**src/rtl/vga_fb_pkg.sv**
```systemverilog
// Shared constants and the slot/tag encoding for the framebuffer arbiter.
package vga_fb_pkg;

  localparam int unsigned H_RES       = 320;
  localparam int unsigned V_RES       = 240;
  localparam int unsigned SCALE_SHIFT = 1;
  localparam int unsigned AW          = 17;
  localparam int unsigned DW          = 12;

  // What the RAM slot was used for; follows ram_dout down the pipeline.
  typedef enum logic [1:0] {
    TAG_NONE  = 2'd0,
    TAG_DISP  = 2'd1,
    TAG_BLANK = 2'd2,
    TAG_RD    = 2'd3
  } tag_e;

endpackage

```
**src/rtl/vga_fb_arbiter_if.sv**
```systemverilog
// Requester bus: game-logic write port and CPU/debug read port.
interface vga_fb_arbiter_if;
  import vga_fb_pkg::*;

  logic          wr_valid;
  logic [AW-1:0] wr_addr;
  logic [DW-1:0] wr_data;
  logic          wr_ready;
  logic          rd_valid;
  logic [AW-1:0] rd_addr;
  logic          rd_ready;
  logic [DW-1:0] rd_data;
  logic          rd_data_valid;

  modport master (
    output wr_valid, wr_addr, wr_data, rd_valid, rd_addr,
    input  wr_ready, rd_ready, rd_data, rd_data_valid
  );

  modport slave (
    input  wr_valid, wr_addr, wr_data, rd_valid, rd_addr,
    output wr_ready, rd_ready, rd_data, rd_data_valid
  );

endinterface

```
**src/rtl/vga_fb_addr_gen.sv**
```systemverilog
// Maps a screen coordinate to a framebuffer address (downscaled by SCALE_SHIFT).
module vga_fb_addr_gen
  import vga_fb_pkg::*;
(
  input  logic          visible,
  input  logic [9:0]    pixel_x,
  input  logic [9:0]    pixel_y,
  output logic [AW-1:0] addr,
  output logic          in_range
);

  localparam logic [9:0] H_LIM = 10'(H_RES);
  localparam logic [9:0] V_LIM = 10'(V_RES);

  logic [9:0] fx_s;
  logic [9:0] fy_s;

  assign fx_s = pixel_x >> SCALE_SHIFT;
  assign fy_s = pixel_y >> SCALE_SHIFT;

  // Row-major address; only meaningful (and overflow-free) when in range.
  always_comb begin
    addr     = {AW{1'b0}};
    in_range = 1'b0;
    if (visible && (fx_s < H_LIM) && (fy_s < V_LIM)) begin
      in_range = 1'b1;
      addr     = AW'(fy_s) * AW'(H_RES) + AW'(fx_s);
    end else begin
      in_range = 1'b0;
      addr     = {AW{1'b0}};
    end
  end

endmodule

```
**src/rtl/vga_fb_arbiter.sv**
```systemverilog
// Single-port framebuffer arbiter: display fetch owns p_tick cycles,
// write and read share the rest round-robin.
module vga_fb_arbiter
  import vga_fb_pkg::*;
(
  input  logic             clk,
  input  logic             reset,
  input  logic             p_tick,
  input  logic             visible,
  input  logic [9:0]       pixel_x,
  input  logic [9:0]       pixel_y,
  vga_fb_arbiter_if.slave  req,
  output logic             ram_en,
  output logic             ram_we,
  output logic [AW-1:0]    ram_addr,
  output logic [DW-1:0]    ram_din,
  input  logic [DW-1:0]    ram_dout,
  output logic [DW-1:0]    pixel_rgb,
  output logic             pixel_valid
);

  logic [AW-1:0] disp_addr_s;
  logic          disp_in_range_s;
  logic          grant_wr_s;
  logic          grant_rd_s;
  tag_e          tag_s;
  tag_e          tag1_r;
  logic          rr_prefer_rd_r;   // 1: read wins the next contention
  logic [DW-1:0] pixel_rgb_r;
  logic          pixel_valid_r;
  logic [DW-1:0] rd_data_r;
  logic          rd_data_valid_r;

  vga_fb_addr_gen u_addr_gen (
    .visible  (visible),
    .pixel_x  (pixel_x),
    .pixel_y  (pixel_y),
    .addr     (disp_addr_s),
    .in_range (disp_in_range_s)
  );

  // Slot decision and combinational RAM drive; reset forces an idle slot.
  always_comb begin
    tag_s      = TAG_NONE;
    grant_wr_s = 1'b0;
    grant_rd_s = 1'b0;
    ram_en     = 1'b0;
    ram_we     = 1'b0;
    ram_addr   = {AW{1'b0}};
    ram_din    = {DW{1'b0}};
    if (reset) begin
      tag_s = TAG_NONE;
    end else if (p_tick) begin
      if (disp_in_range_s) begin
        ram_en   = 1'b1;
        ram_addr = disp_addr_s;
        tag_s    = TAG_DISP;
      end else begin
        tag_s = TAG_BLANK;
      end
    end else if (req.wr_valid && (!req.rd_valid || !rr_prefer_rd_r)) begin
      grant_wr_s = 1'b1;
      ram_en     = 1'b1;
      ram_we     = 1'b1;
      ram_addr   = req.wr_addr;
      ram_din    = req.wr_data;
    end else if (req.rd_valid) begin
      grant_rd_s = 1'b1;
      ram_en     = 1'b1;
      ram_addr   = req.rd_addr;
      tag_s      = TAG_RD;
    end else begin
      tag_s = TAG_NONE;
    end
  end

  assign req.wr_ready = grant_wr_s;
  assign req.rd_ready = grant_rd_s;

  // Round-robin pointer (moves only on a grant) and stage-1 tag aligned with ram_dout.
  always_ff @(posedge clk) begin
    if (reset) begin
      rr_prefer_rd_r <= 1'b0;
      tag1_r         <= TAG_NONE;
    end else begin
      tag1_r <= tag_s;
      if (grant_wr_s) begin
        rr_prefer_rd_r <= 1'b1;
      end else if (grant_rd_s) begin
        rr_prefer_rd_r <= 1'b0;
      end else begin
        rr_prefer_rd_r <= rr_prefer_rd_r;
      end
    end
  end

  // Stage-2 output registers: route ram_dout by tag; rd_data holds between pulses.
  always_ff @(posedge clk) begin
    if (reset) begin
      pixel_rgb_r     <= {DW{1'b0}};
      pixel_valid_r   <= 1'b0;
      rd_data_r       <= {DW{1'b0}};
      rd_data_valid_r <= 1'b0;
    end else begin
      case (tag1_r)
        TAG_DISP: begin
          pixel_rgb_r     <= ram_dout;
          pixel_valid_r   <= 1'b1;
          rd_data_valid_r <= 1'b0;
        end
        TAG_BLANK: begin
          pixel_rgb_r     <= {DW{1'b0}};
          pixel_valid_r   <= 1'b1;
          rd_data_valid_r <= 1'b0;
        end
        TAG_RD: begin
          rd_data_r       <= ram_dout;
          rd_data_valid_r <= 1'b1;
          pixel_valid_r   <= 1'b0;
        end
        default: begin
          pixel_valid_r   <= 1'b0;
          rd_data_valid_r <= 1'b0;
        end
      endcase
    end
  end

  assign pixel_rgb         = pixel_rgb_r;
  assign pixel_valid       = pixel_valid_r;
  assign req.rd_data       = rd_data_r;
  assign req.rd_data_valid = rd_data_valid_r;

endmodule
```
**src/flat_wrapper.sv**
```systemverilog
// flat-port wrapper written by rule: the top's interface ports become plain ports
module vga_fb_arbiter_flat import vga_fb_pkg::*;
  (clk, reset, p_tick, visible, pixel_x, pixel_y, ram_en, ram_we, ram_addr, ram_din, ram_dout, pixel_rgb, pixel_valid, req_wr_valid, req_wr_addr, req_wr_data, req_rd_valid, req_rd_addr, req_wr_ready, req_rd_ready, req_rd_data, req_rd_data_valid);
  vga_fb_arbiter_if req_i ();
  input  logic clk;
  input  logic reset;
  input  logic p_tick;
  input  logic visible;
  input  logic [9:0] pixel_x;
  input  logic [9:0] pixel_y;
  output logic ram_en;
  output logic ram_we;
  output logic [AW-1:0] ram_addr;
  output logic [DW-1:0] ram_din;
  input  logic [DW-1:0] ram_dout;
  output logic [DW-1:0] pixel_rgb;
  output logic pixel_valid;
  input wire logic [$bits(req_i.wr_valid)-1:0] req_wr_valid;
  input wire logic [$bits(req_i.wr_addr)-1:0] req_wr_addr;
  input wire logic [$bits(req_i.wr_data)-1:0] req_wr_data;
  input wire logic [$bits(req_i.rd_valid)-1:0] req_rd_valid;
  input wire logic [$bits(req_i.rd_addr)-1:0] req_rd_addr;
  output wire logic [$bits(req_i.wr_ready)-1:0] req_wr_ready;
  output wire logic [$bits(req_i.rd_ready)-1:0] req_rd_ready;
  output wire logic [$bits(req_i.rd_data)-1:0] req_rd_data;
  output wire logic [$bits(req_i.rd_data_valid)-1:0] req_rd_data_valid;
  assign req_i.wr_valid = req_wr_valid;
  assign req_i.wr_addr = req_wr_addr;
  assign req_i.wr_data = req_wr_data;
  assign req_i.rd_valid = req_rd_valid;
  assign req_i.rd_addr = req_rd_addr;
  assign req_wr_ready = req_i.wr_ready;
  assign req_rd_ready = req_i.rd_ready;
  assign req_rd_data = req_i.rd_data;
  assign req_rd_data_valid = req_i.rd_data_valid;
  vga_fb_arbiter u_core (.clk(clk), .reset(reset), .p_tick(p_tick), .visible(visible), .pixel_x(pixel_x), .pixel_y(pixel_y), .req(req_i), .ram_en(ram_en), .ram_we(ram_we), .ram_addr(ram_addr), .ram_din(ram_din), .ram_dout(ram_dout), .pixel_rgb(pixel_rgb), .pixel_valid(pixel_valid));
endmodule
```
**config.mk**
```make
export PLATFORM = sky130hd
export DESIGN_NAME = vga_fb_arbiter_flat
export DESIGN_NICKNAME = d
export VERILOG_FILES = /design/src/rtl/vga_fb_pkg.sv /design/src/rtl/vga_fb_arbiter_if.sv /design/src/rtl/vga_fb_addr_gen.sv /design/src/rtl/vga_fb_arbiter.sv /design/src/flat_wrapper.sv
export SDC_FILE = /design/constraint.sdc
export NUM_CORES = 1
export LEC_CHECK = 0
export ABC_AREA = 1
export ABC_CLOCK_PERIOD_IN_PS = 3400
export BUFFER_PORTS_ARGS = -buffer_cell sky130_fd_sc_hd__buf_4
export CELL_PAD_IN_SITES_DETAIL_PLACEMENT = 2
export CELL_PAD_IN_SITES_GLOBAL_PLACEMENT = 2
export CORE_UTILIZATION = 20
export CTS_CLUSTER_SIZE = 16
export DETAILED_ROUTE_END_ITERATION = 8
export PLACE_DENSITY = 0.85
export SLEW_MARGIN = 40
export SYNTH_ARGS = -nofsm -noshare
export SYNTH_HDL_FRONTEND = slang
export SYNTH_SLANG_ARGS = --single-unit
```
**constraint.sdc**
```tcl
create_clock -name clk -period 3.4 [get_ports clk]
set_input_delay 0.51 -clock clk [delete_from_list [all_inputs] [get_ports clk]]
set_output_delay 0.51 -clock clk [all_outputs]
set_load 0.005 [all_outputs]
```
[Yosys cells after proc, flatten, opt, wreduce, memory -nomap -nowiden]
Cells that the tools add are included.
Word-level totals
  word-level logic and storage cells: 52
  flip-flop bits (word level): 29
  output and inout bits: 59
Operators by class
  multiplexer cells: 30
  equal/unequal tests: 3
  $add $sub $neg: 1
  multiply operators: 1
  magnitude comparators: 2
  reductions and logical operators: 9
Operators by type and width (number)
  2-to-1 mux 17 bit: 6
  2-to-1 mux 12 bit: 3
  case mux 12 bit (2 select lines): 1
  adder 17 x 9 -> 17 bit: 1
  2-to-1 mux 1 bit: 16
  multiplier 9 x 3 -> 11 bit, second input constant: 1
  < comparator 9 x 8 -> 1 bit, second input constant: 1
  < comparator 9 bit, second input constant: 1
  2-to-1 mux 2 bit: 4
  equality test 2 bit, second input constant: 2
  nonzero test 2 bit: 2
  logical AND 1 bit: 3
  equality test 2 x 1 -> 1 bit, second input constant: 1
  logical NOT 1 bit: 2
  OR reduction 2 bit: 1
  logical OR 1 bit: 1

[Depth between registers and ports, before layout]
  word-level depth: 8
  depth in mapped cells: 13

[Hierarchy]
From an unflattened synthesis, not the netlist that was laid out.
Second synthesis, totals
  cells, all modules: 385
  area, all modules: 2617.5 um^2
By module, submodules not included
  vga_fb_arbiter: instances 1, area each 1759.2 um^2, cells an instance 241, sequential area each 580.6 um^2
  vga_fb_addr_gen: instances 1, area each 858.3 um^2, cells an instance 144, sequential area each 0.0 um^2

[Worst setup path after synthesis]
No wires, ideal clock.
  path type: input -> output
  start point: input port pixel_y[2]
  end point: output port ram_addr[15]
  slack: 0.567 ns
  cell stages on the path: 11
  arrival time: 2.323 ns
  required time: 2.890 ns
  cell sequence: ha_1 > ha_1 > fa_1 > nand2_1 > nor2_1 > nand2_1 > a21oi_1 > nand2_1 > nor2_2 > a21oi_1 > o21ai_1
Between the ends
  cells in the longest elaborated chain, start to end: 6
  elaborated cells on any way between the ends: 9
  classes of those cells: add/sub: 1; mul: 1; order compare: 1; mux: 5; reduce/logical: 1
Ends and longest elaborated chain
  from (decl): RTL line flat_wrapper.sv:10  | input logic [9:0] pixel_y;
  multiplier 9 x 3 -> 11 bit / < comparator 9 x 8 -> 1 bit (equally long branches): RTL line vga_fb_addr_gen.sv:27, vga_fb_addr_gen.sv:25
  adder 17 x 9 -> 17 bit / logical AND 1 bit (equally long branches): RTL line vga_fb_addr_gen.sv:27, vga_fb_addr_gen.sv:25
  2-to-1 mux 17 bit / 2-to-1 mux 1 bit (equally long branches): RTL line vga_fb_addr_gen.sv:25  | if (visible && (fx_s < H_LIM) && (fy_s < V_LIM)) begin
  2-to-1 mux 17 bit (*): RTL line vga_fb_arbiter.sv:54  | if (disp_in_range_s) begin
  2-to-1 mux 17 bit (*): RTL line vga_fb_arbiter.sv:53  | end else if (p_tick) begin
  2-to-1 mux 17 bit (*): RTL line vga_fb_arbiter.sv:51  | if (reset) begin
  to (decl): RTL line flat_wrapper.sv:13  | output logic [AW-1:0] ram_addr;
Every way passes the cells marked *; elsewhere a longest branch is shown, timed or not.

[Final worst setup path]
  start point: input port pixel_y[2]
  end point: output port ram_addr[13]
Same word-level chain as after synthesis.

==> results.md <==
- Worst min path class: input port to flop
- Clk_skew: approximately 0.0015 ns
- Number of synthesized register bits: 29
- Worst vdd ir: 0.175 mV
- First-pass GRT wire length: between 15 and 20 mm
- H-tree depth: 2
- DR pass1 iterations: 4
- Worst-Skew Late Latency: between 0.2 and 0.3 ns
- Finished Layout Cells: between 600 and 700
- Most numerous cell in the Yosys netlist: nand2_1
- Horiz. Die Dim: 109 microns
- Cell Pwr Density: 327 nW/um^2
- Syn Inst Count: between 300 and 400
- Die height: approximately 110 microns
- Worst slew pin tran: 0.578 ns
- Critical Path, Cell by Cell: buf_4 > ha_4 > ha_4 > fa_2 > nand2_1 > nor2_1 > nand2_1 > a21oi_2 > nand2_2 > nor2_4 > nor2_1 > a21o_1 > buf_4
- Die area: approximately 12000 sq um
- Final RePlAce weighted congestion: about 0.85
- Detailed Place HPWL: approximately 8.6 mm
- Comb power frac: roughly 34%
- Initial core utilization: approximately a fifth
- Sum Neg Setup Slack: 0 ns
- Dpl cells: ~630
- CP arrival: 2.67 ns
- Worst path required time: between 2 and 3 ns
- CP bufs+invs: 2
- Design area: between 3000 and 4000 sq um
- Clk Tree Root Cell: clkbuf_16
- Status: finished clean
- Overall routing resource usage: 18.2%
- # fillers: roughly 1300
- Worst R2R Start: u_core.tag1_r[0]$_SDFF_PP0_
- Distinct cells, synth: 30
- Nets: approximately 600
- Area Growth Syn to Fin: 61.3%
- Critical path's slowest cell: fa_2
- Leakage power: approximately 2.0 nW
- Placeable Area: around 11000 sq um
- Storage element area: ~580 sq um
- EDFF count, synth: 0
- Element type at the critical path start: input port
- Routed length on met2: approximately 5.8 mm
- Synthesized area: 2280 sq um
- CP startpoint: pixel_y[2]
- CTS clk-pin slew, worst paths: 0.05 ns
- Routed length on met3: 648 microns
- DP Area: 3470 sq um
- Routed vias: slightly below 3000
- Sequential area share after synthesis: between 20 and 30%
- Max-cap violations: 0
- Net Sw Frac: a little under a third
- Relative slew slack: between 60% and 70%
- RSZ-0062 raised after global routing: false
- DR top layer: met4
- Vias per cell: about 4.7
- Fin crit period: roughly 3.2 ns
- CTS tree: built
- Synth warnings: 0
- Final Power: 1.20 mW
- Total Routed Length: ~11 mm
- Cell-internal power: approximately 0.83 mW
- Worst setup EP type: output port
- Number of global-route vias before repair: approximately 3300
- 1st-iter DRT viols: 101
- Crit Path Max Fanout: 3
- Congestion Overflow GR: 0
- Layout cells sized above 1: between 30% and 40%
- Port Buf Inserts: 140
- Area occupied by multi-input gates: around 1500 sq um
- CTS buffer count: 5
- Fmax: around 310 MHz
- DRT met1 WL: approximately 4.2 mm
- Post-synth top area share: between 20% and 30%
- Ys async rst share: 0%
- DRC: 0
- Seq pwr share: a little under a third
- Synth area leaders: dfxtp_1 (25%), nand2_1 (15%), ha_1 (10%), nand3_1 (9.2%), nor2_1 (8.7%)
- Post-synth top cells: nand2_1 (88), nor2_1 (53), inv_1 (43)
- Fin crit share: around 93%
- ANT nets after route: 0
- Sw Pwr: 0.369 mW
- Avg Inst Size Synth: approximately 6.4 sq um
- Slowest cell delay on critical path: between 0.5 and 0.6 ns
- Final Setup Violations: 0
- Final Hold Fails: 0
- Synth Flop Type: dfxtp_1
- # rows: 38
- Post-synth top area cell: dfxtp_1
- Syn_nets: about 460
- Clock Sinks: 29
- I/O pins: around 140
- WS Path Type: input port to output port
- WL/cell: around 17 microns
- Worst Hold Launch: ram_dout[4]
- Max Root-Sink Buffers: 2
- Initial antenna violation count: 0
- Family with the most delay on the worst path: adder cells
- Final Max Tran Viols: 0
- Ant diodes: 0
- Clock Power Share: 35.6%
- Largest net degree at the start of global routing: 32
area by class of cell:
cell class	count	share of cell area [%]
multi-input cells	269	40.7
flip-flops and latches	29	15.8
inverters	45	4.97
repair buffers	146	29.8
well taps	140	4.77
clock buffers	7	3.88
through the flow:
| step | setup slack (ns) | utilization (%) | hold slack (ns) |
|---|---|---|---|
| after floorplan | 0.567 | - | 0.461 |
| after global placement | 0.137 | 31.6 | 0.464 |
| after detailed placement | 0.0109 | 31.6 | 0.480 |
| after CTS | 0.0672 | 33.0 | 0.475 |
| after global routing | 0.0619 | 33.4 | 0.490 |
| final | 0.225 | 33.4 | 0.480 |
tightest hold or removal path, stage by stage:
cell,delay [ns]
buf_4,0.08
nand3_1,0.07
nand2_1,0.06
kinds of logic after synthesis:
family	after synthesis	synth area share [%]
adders and majority gates	21	12.2
AOI/OAI and AO/OA	45	12.6
buffers and inverters	59	10.7
and+or+nand+nor	200	37.9
DFF	29	25.5
xor gates and xnor gates	3	1.15
worst paths after layout:
kind	end	slack (ns)	depth (start not counted)
setup / recovery	ram_addr[13]	0.22	13
hold / removal	u_core.pixel_rgb[4]$_SDFFE_PP0P_	0.48	3
setup reg to reg	u_core.pixel_rgb[7]$_SDFFE_PP0P_	1.62	5
hold reg to reg	u_core.pixel_rgb[10]$_SDFFE_PP0P_	0.48	2
state kept, by name (all words and copies together), names as in the netlist:
signal / count
u_core.req.rd_data: 12
u_core.tag1_r: 2
u_core.pixel_valid: 1
u_core.pixel_rgb: 12
u_core.req.rd_data_valid: 1
u_core.rr_prefer_rd_r: 1
placed cells by master (no fill, tap or decap):
cell       synthesis  routed
buf_4              1     146
nand2_1           88      87
nor2_1            53      52
inv_1             43      43
nand3_1           42      42
dfxtp_1           29      29
ha_1              19      17
o21ai_0           16      16
a21oi_1            9       8
nand4_1            6       6
a32o_1             6       6
clkbuf_16          0       5
nor2_2             4       4
nand2_2            3       4
o21ai_2            4       4
xnor2_1            3       3
a22oi_1            3       3
a31oi_1            3       3
nor2_4             1       2
ha_4               0       2
nand3b_1           1       1
a21oi_2            0       1
inv_2              1       1
nand4_2            1       1
bufinv_8           1       1
o21ai_1            1       1
a21o_1             1       1
o22ai_1            1       1
o21bai_1           1       1
nand3_2            1       1
fa_2               0       1
fa_1               2       1
clkbuf_1          10       1
clkbuf_8           0       1
metal layers:
layer	up-vias	global-route usage [%]
met5	-	0
met4	0	3.76
met3	7	3.35
met2	104	35.6
met1	1425	20.3
li1	1433	-
power by group through the flow:
stage	Combinational (mW)	Clock, mW	Sequential, mW
2_1_floorplan	0.196	0	0.373
3_3_place_gp	0.373	0	0.373
3_5_place_dp	0.392	0	0.374
4_1_cts	0.398	0.440	0.368
5_1_grt	0.452	0.447	0.369
6_report	0.405	0.428	0.368
repair_timing:
item | CTS | global route
pin swaps | 0 | 4
setup buffers | 0 | 2
gates resized for setup | 1 | 6
hold buffers | 0 | 0
setup endpoints to repair | 2 | 2
No activity file was read; power rests on OpenSTA's default activity.
